--- src/rtl/cache_victim_buffer_pkg.sv ---
// Shared parameters, write-type codes and the buffered entry payload.
package cache_victim_buffer_pkg;

    localparam int unsigned DEPTH     = 2;
    localparam int unsigned MAX_INFLT = 3;
    localparam int unsigned ADDR_W    = 32;
    localparam int unsigned LINE_W    = 128;
    localparam int unsigned OFFLEN    = 4;

    localparam int unsigned PTR_W   = $clog2(DEPTH);
    localparam int unsigned CNT_W   = $clog2(DEPTH + 1);
    localparam int unsigned INFLT_W = $clog2(MAX_INFLT + 1);

    localparam logic [2:0] WR_TYPE_LINE = 3'b100;
    localparam logic [2:0] WR_TYPE_WORD = 3'b010;

    typedef struct packed {
        logic              uncache;
        logic [ADDR_W-1:0] addr;
        logic [3:0]        strb;
        logic [LINE_W-1:0] data;
    } vbuf_entry_t;

    // Line number of a byte address (offset bits dropped).
    function automatic logic [ADDR_W-OFFLEN-1:0] line_of(input logic [ADDR_W-1:0] a);
        return a[ADDR_W-1:OFFLEN];
    endfunction

endpackage

--- src/rtl/cache_victim_buffer_if.sv ---
// Push, bridge-write and hazard-query signals of the victim buffer.
interface cache_victim_buffer_if
    import cache_victim_buffer_pkg::*;
();
    logic              push_valid;
    logic              push_ready;
    logic              push_uncache;
    logic [ADDR_W-1:0] push_addr;
    logic [3:0]        push_wstrb;
    logic [LINE_W-1:0] push_data;

    logic              wr_req;
    logic [2:0]        wr_type;
    logic [ADDR_W-1:0] wr_addr;
    logic [3:0]        wr_wstrb;
    logic [LINE_W-1:0] wr_data;
    logic              wr_rdy;
    logic              wr_ack;

    logic [ADDR_W-1:0] query_addr;
    logic              query_hit;
    logic              empty;
    logic              ack_err;

    modport slave (
        input  push_valid, push_uncache, push_addr, push_wstrb, push_data,
        input  wr_rdy, wr_ack, query_addr,
        output push_ready, wr_req, wr_type, wr_addr, wr_wstrb, wr_data,
        output query_hit, empty, ack_err
    );

    modport master (
        output push_valid, push_uncache, push_addr, push_wstrb, push_data,
        output wr_rdy, wr_ack, query_addr,
        input  push_ready, wr_req, wr_type, wr_addr, wr_wstrb, wr_data,
        input  query_hit, empty, ack_err
    );
endinterface

--- src/rtl/cache_vbuf_fifo.sv ---
// Circular entry store with head/tail/count and per-entry line match.
module cache_vbuf_fifo
    import cache_victim_buffer_pkg::*;
(
    input  logic              clk,
    input  logic              reset,
    input  logic              push,
    input  logic              pop,
    input  vbuf_entry_t       push_entry,
    input  logic [ADDR_W-1:0] query_addr,
    output vbuf_entry_t       head_entry,
    output logic [CNT_W-1:0]  count,
    output logic [DEPTH-1:0]  match
);
    logic [ADDR_W-1:0] addr_q [DEPTH];
    logic [LINE_W-1:0] data_q [DEPTH];
    logic [3:0]        strb_q [DEPTH];
    logic [DEPTH-1:0]  uncache_q;
    logic [DEPTH-1:0]  valid_q;
    logic [PTR_W-1:0]  head;
    logic [PTR_W-1:0]  tail;

    // Pointers, occupancy and valid bits; push and pop never target the same slot.
    always_ff @(posedge clk) begin
        if (reset) begin
            head    <= '0;
            tail    <= '0;
            count   <= '0;
            valid_q <= '0;
        end else begin
            if (push) begin
                tail          <= tail + PTR_W'(1);
                valid_q[tail] <= 1'b1;
            end
            if (pop) begin
                head          <= head + PTR_W'(1);
                valid_q[head] <= 1'b0;
            end
            case ({push, pop})
                2'b10:   count <= count + CNT_W'(1);
                2'b01:   count <= count - CNT_W'(1);
                default: count <= count;
            endcase
        end
    end

    // Payload storage, written at the tail slot.
    always_ff @(posedge clk) begin
        if (push) begin
            addr_q[tail]    <= push_entry.addr;
            data_q[tail]    <= push_entry.data;
            strb_q[tail]    <= push_entry.strb;
            uncache_q[tail] <= push_entry.uncache;
        end
    end

    // Head entry read straight from the storage registers.
    always_comb begin
        head_entry.uncache = uncache_q[head];
        head_entry.addr    = addr_q[head];
        head_entry.strb    = strb_q[head];
        head_entry.data    = data_q[head];
    end

    // Line-granular compare of each valid entry against the miss address.
    always_comb begin
        match = '0;
        for (int unsigned i = 0; i < DEPTH; i++) begin
            match[i] = valid_q[i] && (line_of(addr_q[i]) == line_of(query_addr));
        end
    end

endmodule

--- src/rtl/cache_victim_buffer.sv ---
// Write-back buffer between cache replace path and memory bridge.
module cache_victim_buffer
    import cache_victim_buffer_pkg::*;
(
    input  logic                  clk,
    input  logic                  reset,
    cache_victim_buffer_if.slave  bus
);
    logic               push_take;
    logic               wr_fire;
    logic               ack_ok;
    logic               ack_err;
    logic [CNT_W-1:0]   count;
    logic [INFLT_W-1:0] inflight;
    logic [DEPTH-1:0]   match;
    vbuf_entry_t        push_entry;
    vbuf_entry_t        head_entry;

    // Normalise the pushed entry: lines are aligned and fully strobed.
    always_comb begin
        push_entry.uncache = bus.push_uncache;
        push_entry.addr    = bus.push_uncache ? bus.push_addr
                                              : {bus.push_addr[ADDR_W-1:OFFLEN], OFFLEN'(0)};
        push_entry.strb    = bus.push_uncache ? bus.push_wstrb : 4'hf;
        push_entry.data    = bus.push_data;
    end

    // Handshake qualifiers; a full buffer never takes a push, even alongside a pop.
    always_comb begin
        bus.push_ready = count < CNT_W'(DEPTH);
        push_take      = bus.push_valid && bus.push_ready;
        bus.wr_req     = (count != '0) && (inflight < INFLT_W'(MAX_INFLT));
        wr_fire        = bus.wr_req && bus.wr_rdy;
        ack_ok         = bus.wr_ack && (inflight != '0);
    end

    cache_vbuf_fifo u_fifo (
        .clk        (clk),
        .reset      (reset),
        .push       (push_take),
        .pop        (wr_fire),
        .push_entry (push_entry),
        .query_addr (bus.query_addr),
        .head_entry (head_entry),
        .count      (count),
        .match      (match)
    );

    // Outstanding-write counter and sticky error for acks with nothing in flight.
    always_ff @(posedge clk) begin
        if (reset) begin
            inflight <= '0;
            ack_err  <= 1'b0;
        end else begin
            case ({wr_fire, ack_ok})
                2'b10:   inflight <= inflight + INFLT_W'(1);
                2'b01:   inflight <= inflight - INFLT_W'(1);
                default: inflight <= inflight;
            endcase
            if (bus.wr_ack && (inflight == '0)) begin
                ack_err <= 1'b1;
            end
        end
    end

    // Bridge-side formatting and status; in-flight writes count as a conservative hit.
    always_comb begin
        bus.wr_type   = head_entry.uncache ? WR_TYPE_WORD : WR_TYPE_LINE;
        bus.wr_addr   = head_entry.addr;
        bus.wr_wstrb  = head_entry.strb;
        bus.wr_data   = head_entry.data;
        bus.query_hit = (|match) || (inflight != '0);
        bus.empty     = (count == '0) && (inflight == '0);
        bus.ack_err   = ack_err;
    end

endmodule

--- src/flat_wrapper.sv ---
// flat-port wrapper written by rule: the top's interface ports become plain ports
module cache_victim_buffer_flat import cache_victim_buffer_pkg::*;
  (clk, reset, bus_push_valid, bus_push_uncache, bus_push_addr, bus_push_wstrb, bus_push_data, bus_wr_rdy, bus_wr_ack, bus_query_addr, bus_push_ready, bus_wr_req, bus_wr_type, bus_wr_addr, bus_wr_wstrb, bus_wr_data, bus_query_hit, bus_empty, bus_ack_err);
  cache_victim_buffer_if bus_i ();
  input  logic clk;
  input  logic reset;
  input wire logic [$bits(bus_i.push_valid)-1:0] bus_push_valid;
  input wire logic [$bits(bus_i.push_uncache)-1:0] bus_push_uncache;
  input wire logic [$bits(bus_i.push_addr)-1:0] bus_push_addr;
  input wire logic [$bits(bus_i.push_wstrb)-1:0] bus_push_wstrb;
  input wire logic [$bits(bus_i.push_data)-1:0] bus_push_data;
  input wire logic [$bits(bus_i.wr_rdy)-1:0] bus_wr_rdy;
  input wire logic [$bits(bus_i.wr_ack)-1:0] bus_wr_ack;
  input wire logic [$bits(bus_i.query_addr)-1:0] bus_query_addr;
  output wire logic [$bits(bus_i.push_ready)-1:0] bus_push_ready;
  output wire logic [$bits(bus_i.wr_req)-1:0] bus_wr_req;
  output wire logic [$bits(bus_i.wr_type)-1:0] bus_wr_type;
  output wire logic [$bits(bus_i.wr_addr)-1:0] bus_wr_addr;
  output wire logic [$bits(bus_i.wr_wstrb)-1:0] bus_wr_wstrb;
  output wire logic [$bits(bus_i.wr_data)-1:0] bus_wr_data;
  output wire logic [$bits(bus_i.query_hit)-1:0] bus_query_hit;
  output wire logic [$bits(bus_i.empty)-1:0] bus_empty;
  output wire logic [$bits(bus_i.ack_err)-1:0] bus_ack_err;
  assign bus_i.push_valid = bus_push_valid;
  assign bus_i.push_uncache = bus_push_uncache;
  assign bus_i.push_addr = bus_push_addr;
  assign bus_i.push_wstrb = bus_push_wstrb;
  assign bus_i.push_data = bus_push_data;
  assign bus_i.wr_rdy = bus_wr_rdy;
  assign bus_i.wr_ack = bus_wr_ack;
  assign bus_i.query_addr = bus_query_addr;
  assign bus_push_ready = bus_i.push_ready;
  assign bus_wr_req = bus_i.wr_req;
  assign bus_wr_type = bus_i.wr_type;
  assign bus_wr_addr = bus_i.wr_addr;
  assign bus_wr_wstrb = bus_i.wr_wstrb;
  assign bus_wr_data = bus_i.wr_data;
  assign bus_query_hit = bus_i.query_hit;
  assign bus_empty = bus_i.empty;
  assign bus_ack_err = bus_i.ack_err;
  cache_victim_buffer u_core (.clk(clk), .reset(reset), .bus(bus_i));
endmodule
--- config.mk ---
export PLATFORM = sky130hd
export DESIGN_NAME = cache_victim_buffer_flat
export DESIGN_NICKNAME = d
export VERILOG_FILES = /design/src/rtl/cache_victim_buffer_pkg.sv /design/src/rtl/cache_victim_buffer_if.sv /design/src/rtl/cache_vbuf_fifo.sv /design/src/rtl/cache_victim_buffer.sv /design/src/flat_wrapper.sv
export SDC_FILE = /design/constraint.sdc
export NUM_CORES = 1
export LEC_CHECK = 0
export ABC_AREA = 0
export BUFFER_PORTS_ARGS = -buffer_cell sky130_fd_sc_hd__buf_2
export CAP_MARGIN = 20
export CELL_PAD_IN_SITES_DETAIL_PLACEMENT = 1
export CELL_PAD_IN_SITES_GLOBAL_PLACEMENT = 1
export CORE_MARGIN = 4
export CORE_UTILIZATION = 43
export CTS_CLUSTER_DIAMETER = 200
export DETAILED_ROUTE_END_ITERATION = 16
export PLACE_DENSITY_LB_ADDON = 0.1
export SLEW_MARGIN = 20
export SYNTH_ARGS = -nofsm -noshare
export SYNTH_HDL_FRONTEND = slang
export SYNTH_HIERARCHICAL = 1
export SYNTH_SLANG_ARGS = --single-unit
export TNS_END_PERCENT = 20
--- constraint.sdc ---
create_clock -name clk -period 9.9 [get_ports clk]
set_input_delay 0.495 -clock clk [delete_from_list [all_inputs] [get_ports clk]]
set_output_delay 0.495 -clock clk [all_outputs]
set_load 0.05 [all_outputs]
==> impl_metrics.csv, run 1 <==
group,metric,value,unit
power_and_ir_drop,cellLeakagePower,6.114,nW
run_status,outcome,"completed",
logic_synthesis,synthMuxAreaShare,0.1432,
place,post_dp_cell_area,0.01527,mm²
logic_synthesis,synth_area_leader_cell,"edfxtp_1",
finish,n_fill_cell,2851,
die,die_w,181.7,µm
logic_synthesis,yosysTopAreaCellShare,0.7636,
die,coreArea,0.02972,mm²
power_and_ir_drop,finalPower,5.208,mW
critical_path,critPathBufInv,3,
clock_network,cts-root-buf,"clkbuf_16",
critical_path,endpoint,"bus_wr_data[46]",
drt,wirelength,30480,µm
critical_path,worstSetupEndpointType,"primary output",
clock_network,cts_buffer_depth,3,
logic_synthesis,ys_types,24,
clock_network,cts_buffers,38,
critical_path,cp_slowest_stage_delay,860,ps
critical_path,r2r_slack,6590,ps
timing,setup_viol,0,
critical_path,cpMostUsedCell,"buf_4",
flow_run,maxCapViolCount,0,
critical_path,timing.rr.start,"u_core/u_fifo/count[1]",
grt,grt.total_usage,0.1780,
logic_synthesis,synth_fp_nets,854,
critical_path,path_cells,"buf_4 -> buf_4 -> mux2_2 -> buf_2",
clock_network,clk_latency,510,ps
die,rows,63,
timing,fin_skew,11.70,ps
finish,regArea,0.01011,mm²
grt,grt_pass1_wl,45080,µm
critical_path,cp.required,9410,ps
logic_synthesis,synth_simple_gate_area_frac,0.02208,
clock_network,postCtsSetupRepairBufs,0,
timing,whs,166.8,ps
critical_path,r2r_end,"u_core/u_fifo/strb_q[1][0]",
critical_path,cp-start-kind,"flip-flop",
timing,tns,0,ps
drt,drc,0,
place,dp_slack,6281,ps
die,die_area,0.03302,mm²
timing,worst_pin_slew,1022,ps
clock_network,htreeDepth,2,
logic_synthesis,synth-seq-cells,340,
finish,final_common_cell,"buf_2",
finish,nets,1249,
drt,drt_pass1_iterations,5,
drt,via_count,7147,
clock_network,numClockSinks,340,
logic_synthesis,synthXorXnorAreaFrac,0.04184,
timing,fin_crit_sh,0.4103,
finish,layout_common_cells,"buf_2, edfxtp_1, mux2_2",
min_path,hp-class,"in -> reg",
grt,grt_antenna_before_repair,13,
drt,vias_per_cell,4.889,
place,place_hpwl,21400,µm
place,place_congestion,0.7716,
die,start_util,0.4367,
grt,grt_max_degree,72,
finish,syn_to_final_growth,26.28,%
critical_path,cp.depth,4,
logic_synthesis,syn_area_per_cell,19.97,µm²
logic_synthesis,yosysWarnings,6,
die,io_pins,374,
die,die_h,181.7,µm
logic_synthesis,synth_compound_area_frac,0.003278,
finish,multi_input_area,0.002769,mm²
timing,timing.final.ws_setup,5838,ps
logic_synthesis,syn_area,0.01298,mm²
logic_synthesis,netlist_instances,650,
timing,maxSlewViolCount,0,
clock_network,cts_tree,"done",
timing,fin_crit,4062,ps
critical_path,crit_family,"buffers and inverters",
logic_synthesis,ys_seq_area_frac,0.7790,
finish,final_area,0.01639,mm²
clock_network,path_clk_slew,60,ps
finish,drive_gt1_frac,0.5535,
drt,routedWlPerCell,20.85,µm
timing,final_hold_viol_count,0,
timing,maxSlewHeadroom,0.3188,
critical_path,critPathKind,"reg -> out",
critical_path,cp.arrival,3570,ps
timing,fmax,0.2462,GHz
logic_synthesis,synth_top_family_by_area,"multiplexers",
clock_network,cts_resized,0,
drt,ant_nets,0,
drt,first_iter_violations,304,
timing,grt_setup_unrepaired,"false",
critical_path,critical-path-slowest-cell,"buf_4",
power_and_ir_drop,cellPowerDensity,317.8,mW/mm²
clock_network,holdBufCountCts,0,
critical_path,reg2regPathDepth,4,
grt,grt_pass1_vias,7990,
critical_path,worstPathMaxFanout,71,
grt,grt_overflow,0,
logic_synthesis,synthAdderAreaFrac,0.001928,
power_and_ir_drop,ir_drop,0.2043,mV
place,port_buffers,368,
logic_synthesis,synthTopCellsByArea,"edfxtp_1, mux2_2, xor2_1",
cell type report:
| class | instances | area share |
|---|---|---|
| diodes | 6 | 0.0009162 |
| clock inverters | 8 | 0.004046 |
| clock buffers | 53 | 0.06337 |
| inverters | 3 | 0.0006871 |
| flip-flops and latches | 340 | 0.6171 |
| repair buffers | 374 | 0.1151 |
| well taps | 390 | 0.02978 |
| multi-input cells | 288 | 0.1690 |
sequential cells by signal, summed over array words and instances, names as in the netlist, named ones only:
signal / count
u_core/u_fifo/data_q: 256
u_core/u_fifo/addr_q: 64
u_core/u_fifo/strb_q: 8
u_core/inflight: 2
u_core/u_fifo/count: 2
u_core/u_fifo/uncache_q: 2
u_core/u_fifo/valid_q: 2
u_core/bus.ack_err: 1
u_core/u_fifo/head: 1
u_core/u_fifo/tail: 1
report_power, final:
group,leakage [nW],switching [mW],total (mW),internal [mW]
registers,3.16,0.0943,1.98,1.89
clock network,0.541,0.510,1.26,0.752
logic,2.41,1.45,1.96,0.513
total,6.11,2.05,5.21,3.15
cell usage after synthesis:
master    count
xor2_1       40
nand2_1       2
nor2_1       11
mux2_2      165
dfxtp_1      10
buf_4         1
or3_1         2
nor2b_1       3
ha_1          2
nand3_1       2
o21a_1        1
buf_2        18
and2_1        6
nand2b_1      4
nor3_1        3
nor4_1        9
conb_1        1
o21ai_0       2
inv_1         3
nor4_2        2
xnor2_1      22
nand4_1       6
a21oi_1       5
edfxtp_1    330
worst reg2reg max path, cell delays in order, from the launching register on:
cell,delay [ps]
dfxtp_1,360
nor2b_1,260
and2_4,520
buf_4,910
buf_4,820
layer usage:
| layer | GRT usage | part of all wire | up-vias |
|---|---|---|---|
| met4 | 0.05614 | 0.024 | 14 |
| met3 | 0.07071 | 0.099 | 59 |
| li1 | - | - | 3315 |
| met5 | 0 | 0.0030 | - |
| met2 | 0.3120 | 0.51 | 273 |
| met1 | 0.1998 | 0.36 | 3486 |
kinds of logic after synthesis:
kind of cell	count (synthesis)
adder cells (fa/ha/maj)	2
multiplexers	165
other	1
AND/OR/NAND/NOR	50
AO/OA/AOI/OAI	8
XOR/XNOR	62
flip-flops	340
buffers and inverters	22
how the worst min path moves through the flow:
| stage | startpoint | cells past startpoint | to | slack (ps) |
|---|---|---|---|---|
| floorplan | u_core/u_fifo/valid_q[1] | 1 | u_core/u_fifo/valid_q[1] | 440 |
| global placement | u_core/bus.ack_err | 2 | u_core/bus.ack_err | 450 |
| detailed placement | u_core/bus.ack_err | 2 | u_core/bus.ack_err | 460 |
| CTS | bus_push_data[69] | 1 | u_core/u_fifo/data_q[1][69] | 140 |
| global route | bus_push_data[73] | 1 | u_core/u_fifo/data_q[1][73] | 150 |
| finish | bus_push_data[69] | 1 | u_core/u_fifo/data_q[1][69] | 170 |
stage by stage:
stage                       util  std cells
final                     0.5515       1462
after detailed placement  0.5138       1395
after CTS                 0.5510       1456
after global routing      0.5514       1461
after floorplan                -        650
after global placement    0.5138       1395
No activity file was read; power rests on OpenSTA's default activity.
==> run 2: changes to the inputs <==
--- a/config.mk
+++ b/config.mk
@@ -11,7 +11,7 @@
 export CELL_PAD_IN_SITES_DETAIL_PLACEMENT = 1
 export CELL_PAD_IN_SITES_GLOBAL_PLACEMENT = 1
 export CORE_MARGIN = 4
-export CORE_UTILIZATION = 43
+export CORE_UTILIZATION = 39
 export CTS_CLUSTER_DIAMETER = 200
 export DETAILED_ROUTE_END_ITERATION = 16
 export PLACE_DENSITY_LB_ADDON = 0.1
==> constraint.sdc (replaced) <==
create_clock -name clk -period 3.7 [get_ports clk]
set_input_delay 0.185 -clock clk [delete_from_list [all_inputs] [get_ports clk]]
set_output_delay 0.185 -clock clk [all_outputs]
set_load 0.05 [all_outputs]
==> impl_metrics.csv, run 2 (synthesized netlist as in run 1, its figures left out) <==
group,metric,value,unit
min_path,hp-class,"in -> reg",
critical_path,critPathKind,"reg -> out",
place,dp.cells,1456,
die,die_h,190.4,µm
critical_path,r2r_end,"u_core/u_fifo/data_q[0][76]",
clock_network,cts-root-buf,"clkbuf_16",
grt,grt_overflow,0,
finish,largest_reg_flops,256,
timing,maxSlewViolCount,0,
finish,syn_to_final_growth,40.56,%
drt,wirelength,33260,µm
drt,drc,0,
critical_path,timing.rr.start,"u_core/u_fifo/count[1]",
power_and_ir_drop,pwr-share-clk,0.234,
clock_network,htreeDepth,2,
min_path,holdPathEnd,"u_core/u_fifo/uncache_q[1]",
power_and_ir_drop,power_switching,5.657,mW
critical_path,worstSetupEndpointType,"primary output",
die,start_util,0.3968,
power_and_ir_drop,power_report.internal_total,8.505,mW
power_and_ir_drop,seqPwrFrac,0.376,
die,die_w,190.4,µm
clock_network,cts_resized,0,
flow_run,maxCapViolCount,0,
critical_path,worstPathMaxFanout,47,
timing,final_hold_viol_count,0,
power_and_ir_drop,share_comb_of_total_power,0.390,
drt,first_iter_violations,261,
power_and_ir_drop,ir_drop,0.4921,mV
place,place_hpwl,22520,µm
place,port_buffers,368,
grt,grt.total_usage,0.1779,
finish,final_common_cell,"buf_2",
timing,maxSlewHeadroom,0.4615,
clock_network,clk_latency,520,ps
timing,tns,0,ps
finish,top_register,"u_core/u_fifo/data_q",
clock_network,postCtsSetupRepairBufs,0,
finish,reg_top3,"u_core/u_fifo/data_q x256, u_core/u_fifo/addr_q x64, u_core/u_fifo/strb_q x8",
drt,ant_nets,0,
timing,fin_skew,17.51,ps
grt,grt_pass1_vias,8933,
finish,nets,1425,
timing,whs,15.93,ps
grt,grt_antenna_before_repair,2,
place,place_congestion,0.7415,
timing,fin_crit_sh,0.7023,
timing,fin_crit,2598,ps
power_and_ir_drop,cellLeakagePower,6.880,nW
clock_network,numClockSinks,340,
clock_network,holdBufCountCts,167,
drt,routedWlPerCell,19.72,µm
power_and_ir_drop,cellPowerDensity,776.3,mW/mm²
grt,grt_max_degree,54,
critical_path,cp-start-kind,"flip-flop",
die,coreArea,0.03270,mm²
critical_path,cp.arrival,2410,ps
drt,vias_per_cell,4.638,
finish,layout_common_cells,"buf_2, edfxtp_1, dlygate4sd3_1",
die,io_pins,374,
timing,grt_setup_unrepaired,"false",
clock_network,cts_buffers,38,
timing,fmax,0.3849,GHz
critical_path,reg2regPathDepth,4,
critical_path,cp.required,3510,ps
timing,worst_pin_slew,805.8,ps
die,die_area,0.03626,mm²
min_path,holdPathStages,1,
grt,grt_pass1_wl,50120,µm
drt,drt_pass1_iterations,4,
run_status,outcome,"completed",
die,rows,66,
clock_network,cts_buffer_depth,3,
critical_path,r2r_slack,1640,ps
finish,drive_gt1_frac,0.4863,
power_and_ir_drop,swShare,0.3994,
clock_network,path_clk_slew,60,ps
drt,via_count,7820,
clock_network,cts_tree,"done",
finish,stdcell_count,1686,
min_path,hp-start,"bus_push_uncache",
timing,setup_viol,0,
[run 2: worst max-delay path: stages (launching register included)]
cell     delay (ps)
dfxtp_4         780
buf_4           460
mux2_2          400
buf_2           220
[run 2: through the flow]
stage	instance area (µm²)	setup WS, ps	power [mW]	util
6_report	18240	1102	14.16	0.5578
2_1_floorplan	12990	-1201	9.453	-
5_1_grt	18240	967.7	14.81	0.5578
3_3_place_gp	15490	1575	10.77	0.4736
3_5_place_dp	15490	1574	10.83	0.4736
4_1_cts	18240	1031	14.36	0.5577
[run 2: layer usage]
layer,track usage,vias up,part of all wire
met2,0.3249,258,0.52
met3,0.05657,59,0.079
met1,0.1968,3838,0.37
met5,0,-,0
li1,-,3665,-
met4,0.05718,0,0.031
[run 2: worst max path at each step]
stage | end | slack [ps] | cells after the start
after floorplan | u_core/u_fifo/addr_q[1][0] | -1200 | 2
after global placement | u_core/u_fifo/data_q[0][104] | 1570 | 4
after detailed placement | u_core/u_fifo/data_q[0][114] | 1570 | 4
after CTS | bus_wr_data[112] | 1030 | 3
after global routing | bus_query_hit | 970 | 7
final | bus_wr_data[9] | 1100 | 3
[run 2: power groups by stage]
stage	clock (mW)	combinational [mW]	sequential, mW
after floorplan	0	4.11	5.35
after global placement	0	5.41	5.36
after detailed placement	0	5.43	5.41
after CTS	3.43	5.60	5.33
after global routing	3.62	5.80	5.39
final	3.32	5.53	5.32
[run 2: cell type report]
class                      instances  area (µm²)
clock buffer                      46       980.9
sequential                       340       10110
inverter                           3       11.26
multi-input combinational        288        2769
fill                            3170       14460
clock inverter                    15       95.09
tap                              442       553.0
timing repair buffer             550        3714
antenna                            2       5.005
==> run 3: changes to the inputs <==
--- a/config.mk
+++ b/config.mk
@@ -5,13 +5,13 @@
 export SDC_FILE = /design/constraint.sdc
 export NUM_CORES = 1
 export LEC_CHECK = 0
-export ABC_AREA = 0
+export ABC_AREA = 1
 export BUFFER_PORTS_ARGS = -buffer_cell sky130_fd_sc_hd__buf_2
 export CAP_MARGIN = 20
 export CELL_PAD_IN_SITES_DETAIL_PLACEMENT = 1
 export CELL_PAD_IN_SITES_GLOBAL_PLACEMENT = 1
 export CORE_MARGIN = 4
-export CORE_UTILIZATION = 39
+export CORE_UTILIZATION = 42
 export CTS_CLUSTER_DIAMETER = 200
 export DETAILED_ROUTE_END_ITERATION = 16
 export PLACE_DENSITY_LB_ADDON = 0.1
==> constraint.sdc (replaced) <==
create_clock -name clk -period 2.4 [get_ports clk]
set_input_delay 0.12 -clock clk [delete_from_list [all_inputs] [get_ports clk]]
set_output_delay 0.12 -clock clk [all_outputs]
set_load 0.05 [all_outputs]
==> impl_metrics.csv, run 3 <==
group,metric,value,unit
logic_synthesis,synth_top_family_by_area,"multiplexers",
clock_network,holdBufCountCts,169,
timing,fmax,0.4484,GHz
place,post_dp_cell_area,0.01625,mm²
power_and_ir_drop,pwr-share-clk,0.277,
grt,grt_overflow,0,
finish,final_area,0.01916,mm²
drt,first_iter_violations,443,
drt,vias_per_cell,4.720,
logic_synthesis,synth_commonest_cells,"edfxtp_1, nand2_1, inv_1",
power_and_ir_drop,swShare,0.3714,
logic_synthesis,async_flop_share,0,
timing,grt_setup_unrepaired,"false",
critical_path,reg2regPathDepth,4,
logic_synthesis,synthXorXnorAreaFrac,0.001282,
critical_path,r2r_end,"u_core/u_fifo/data_q[1][15]",
logic_synthesis,synthMuxAreaShare,0.1269,
grt,grt_antenna_before_repair,3,
logic_synthesis,synth_fp_nets,1109,
place,dp_slack,581.2,ps
logic_synthesis,synthAdderAreaFrac,0.001831,
drt,via_count,9166,
logic_synthesis,yosysTopAreaCellShare,0.7250,
critical_path,worstPathMaxFanout,32,
critical_path,r2r_slack,610,ps
logic_synthesis,ys_seq_area_frac,0.7397,
die,start_util,0.4298,
grt,grt_max_degree,87,
place,port_buffers,368,
power_and_ir_drop,cellPowerDensity,1061,mW/mm²
finish,top_register,"u_core/u_fifo/data_q",
logic_synthesis,synthTopCellsByArea,"edfxtp_1, mux2_2, mux2_4",
power_and_ir_drop,ir_drop,0.7835,mV
timing,whs,16.29,ps
finish,utilization,0.6026,
grt,grt.total_usage,0.2107,
min_path,hp-start,"bus_push_valid",
logic_synthesis,synth_ff_type,"edfxtp_1",
power_and_ir_drop,power_report.internal_total,12.79,mW
die,io_pins,374,
place,dp.cells,1703,
drt,drt_pass1_iterations,5,
grt,grt_pass1_vias,10320,
finish,stdcell_count,1942,
logic_synthesis,synth_edf_count,330,
die,die_h,188.4,µm
min_path,hp-class,"in -> reg",
drt,wirelength,38350,µm
drt,drc,0,
critical_path,cp.arrival,2110,ps
logic_synthesis,syn_area,0.01367,mm²
run_status,outcome,"completed",
clock_network,clk_latency,530,ps
clock_network,cts-root-buf,"clkbuf_16",
power_and_ir_drop,power_switching,7.554,mW
clock_network,cts_buffer_depth,3,
flow_run,maxCapViolCount,0,
timing,worst_pin_slew,650.3,ps
logic_synthesis,synth-seq-cells,340,
timing,maxSlewHeadroom,0.5655,
logic_synthesis,netlist_instances,905,
timing,fin_skew,18.30,ps
clock_network,postCtsSetupRepairBufs,0,
logic_synthesis,synth_simple_gate_area_frac,0.07259,
logic_synthesis,ys_types,30,
logic_synthesis,synth_compound_area_frac,0.01932,
drt,routedWlPerCell,19.75,µm
finish,n_fill_cell,3155,
logic_synthesis,syn_area_per_cell,15.10,µm²
min_path,holdPathStages,5,
timing,final_hold_viol_count,0,
timing,maxSlewViolCount,0,
critical_path,cp.required,2280,ps
die,die_area,0.03549,mm²
die,die_w,188.4,µm
clock_network,path_clk_slew,60,ps
die,coreArea,0.03180,mm²
finish,layout_common_cells,"buf_2, edfxtp_1, nand2_1",
timing,fin_crit,2230,ps
clock_network,numClockSinks,340,
die,rows,65,
finish,nets,1680,
timing,tns,0,ps
clock_network,cts_resized,0,
power_and_ir_drop,seqPwrFrac,0.381,
critical_path,timing.rr.start,"u_core/u_fifo/count[1]",
finish,final_common_cell,"buf_2",
finish,reg_top3,"u_core/u_fifo/data_q x256, u_core/u_fifo/addr_q x64, u_core/u_fifo/strb_q x8",
finish,largest_reg_flops,256,
power_and_ir_drop,finalPower,20.34,mW
timing,setup_viol,0,
finish,syn_to_final_growth,40.20,%
drt,ant_nets,0,
critical_path,cp-start-kind,"flip-flop",
power_and_ir_drop,cellLeakagePower,7.867,nW
min_path,holdPathEnd,"u_core/u_fifo/tail",
timing,fin_crit_sh,0.9293,
critical_path,critPathKind,"reg -> out",
grt,grt_pass1_wl,58270,µm
clock_network,cts_buffers,37,
logic_synthesis,yosysWarnings,6,
clock_network,htreeDepth,2,
finish,drive_gt1_frac,0.3959,
critical_path,worstSetupEndpointType,"primary output",
logic_synthesis,synth_most_common_cell,"edfxtp_1",
timing,timing.final.ws_setup,169.8,ps
place,place_congestion,0.7688,
power_and_ir_drop,share_comb_of_total_power,0.341,
clock_network,cts_tree,"done",
logic_synthesis,synth_area_leader_cell,"edfxtp_1",
place,place_hpwl,24860,µm
## run 3: cell count changes after synthesis, moves of 20 or more
cell     previous run  this run
inv_1               3        92
mux2_2            165        90
mux2_4              0        48
nand2_1             2       186
nor2_1             11        52
o21ai_0             2        39
xnor2_1            22         2
xor2_1             40         0
## run 3: logic make-up (layout without fill, tap and decap cells)
| family | after synthesis | count (layout) |
|---|---|---|
| muxes | 138 | 138 |
| other | 1 | 5 |
| and+or+nand+nor | 253 | 253 |
| DFF | 340 | 340 |
| adders and majority gates | 2 | 2 |
| buffers and inverters | 118 | 716 |
| AOI/OAI and AO/OA | 51 | 51 |
| xor gates and xnor gates | 2 | 2 |
## run 3: how the worst max path moves through the flow
stage                                     startpoint                          end  depth (start not counted)
after floorplan               u_core/u_fifo/count[1]   u_core/u_fifo/addr_q[1][0]                          3
after global placement        u_core/u_fifo/count[1]  u_core/u_fifo/data_q[1][71]                          4
after detailed placement      u_core/u_fifo/count[1]  u_core/u_fifo/data_q[1][68]                          4
after CTS                                  flip-flop              bus_wr_data[63]                          3
after global routing      u_core/u_fifo/addr_q[1][7]                bus_query_hit                         10
final                                      flip-flop              bus_wr_data[62]                          3
## run 3: final cells by class
type,count,area (µm²),share of cell area
multi-input cells,447,3052,0.1593
repair buffers,556,3876,0.2023
diodes,4,10.01,0.0005224
inverters,94,356.6,0.01861
well taps,435,544.3,0.02840
clock inverters,17,196.4,0.01025
flip-flops and latches,340,10110,0.5278
clock buffers,49,1012,0.05282
## run 3: per-layer routing
| metal | wire length [µm] | GRT usage | vias up |
|---|---|---|---|
| li1 | - | - | 4327 |
| met1 | 14540 | 0.2423 | 4502 |
| met2 | 20330 | 0.3919 | 292 |
| met3 | 2735 | 0.05817 | 45 |
| met4 | 749 | 0.04709 | 0 |
| met5 | 0 | 0 | - |
## run 3: power groups by stage
stage	clock, mW	combinational [mW]	sequential (mW)
floorplan	0	5.11	7.78
global placement	0	6.67	7.81
detailed placement	0	6.71	7.87
CTS	5.73	6.97	7.74
global route	6.03	7.29	7.84
finish	5.64	6.94	7.76
## run 3: worst max-delay path, cell delays in order (launching register included)
cell	delay, ps
dfxtp_4	660
buf_4	320
mux2_2	370
buf_2	220
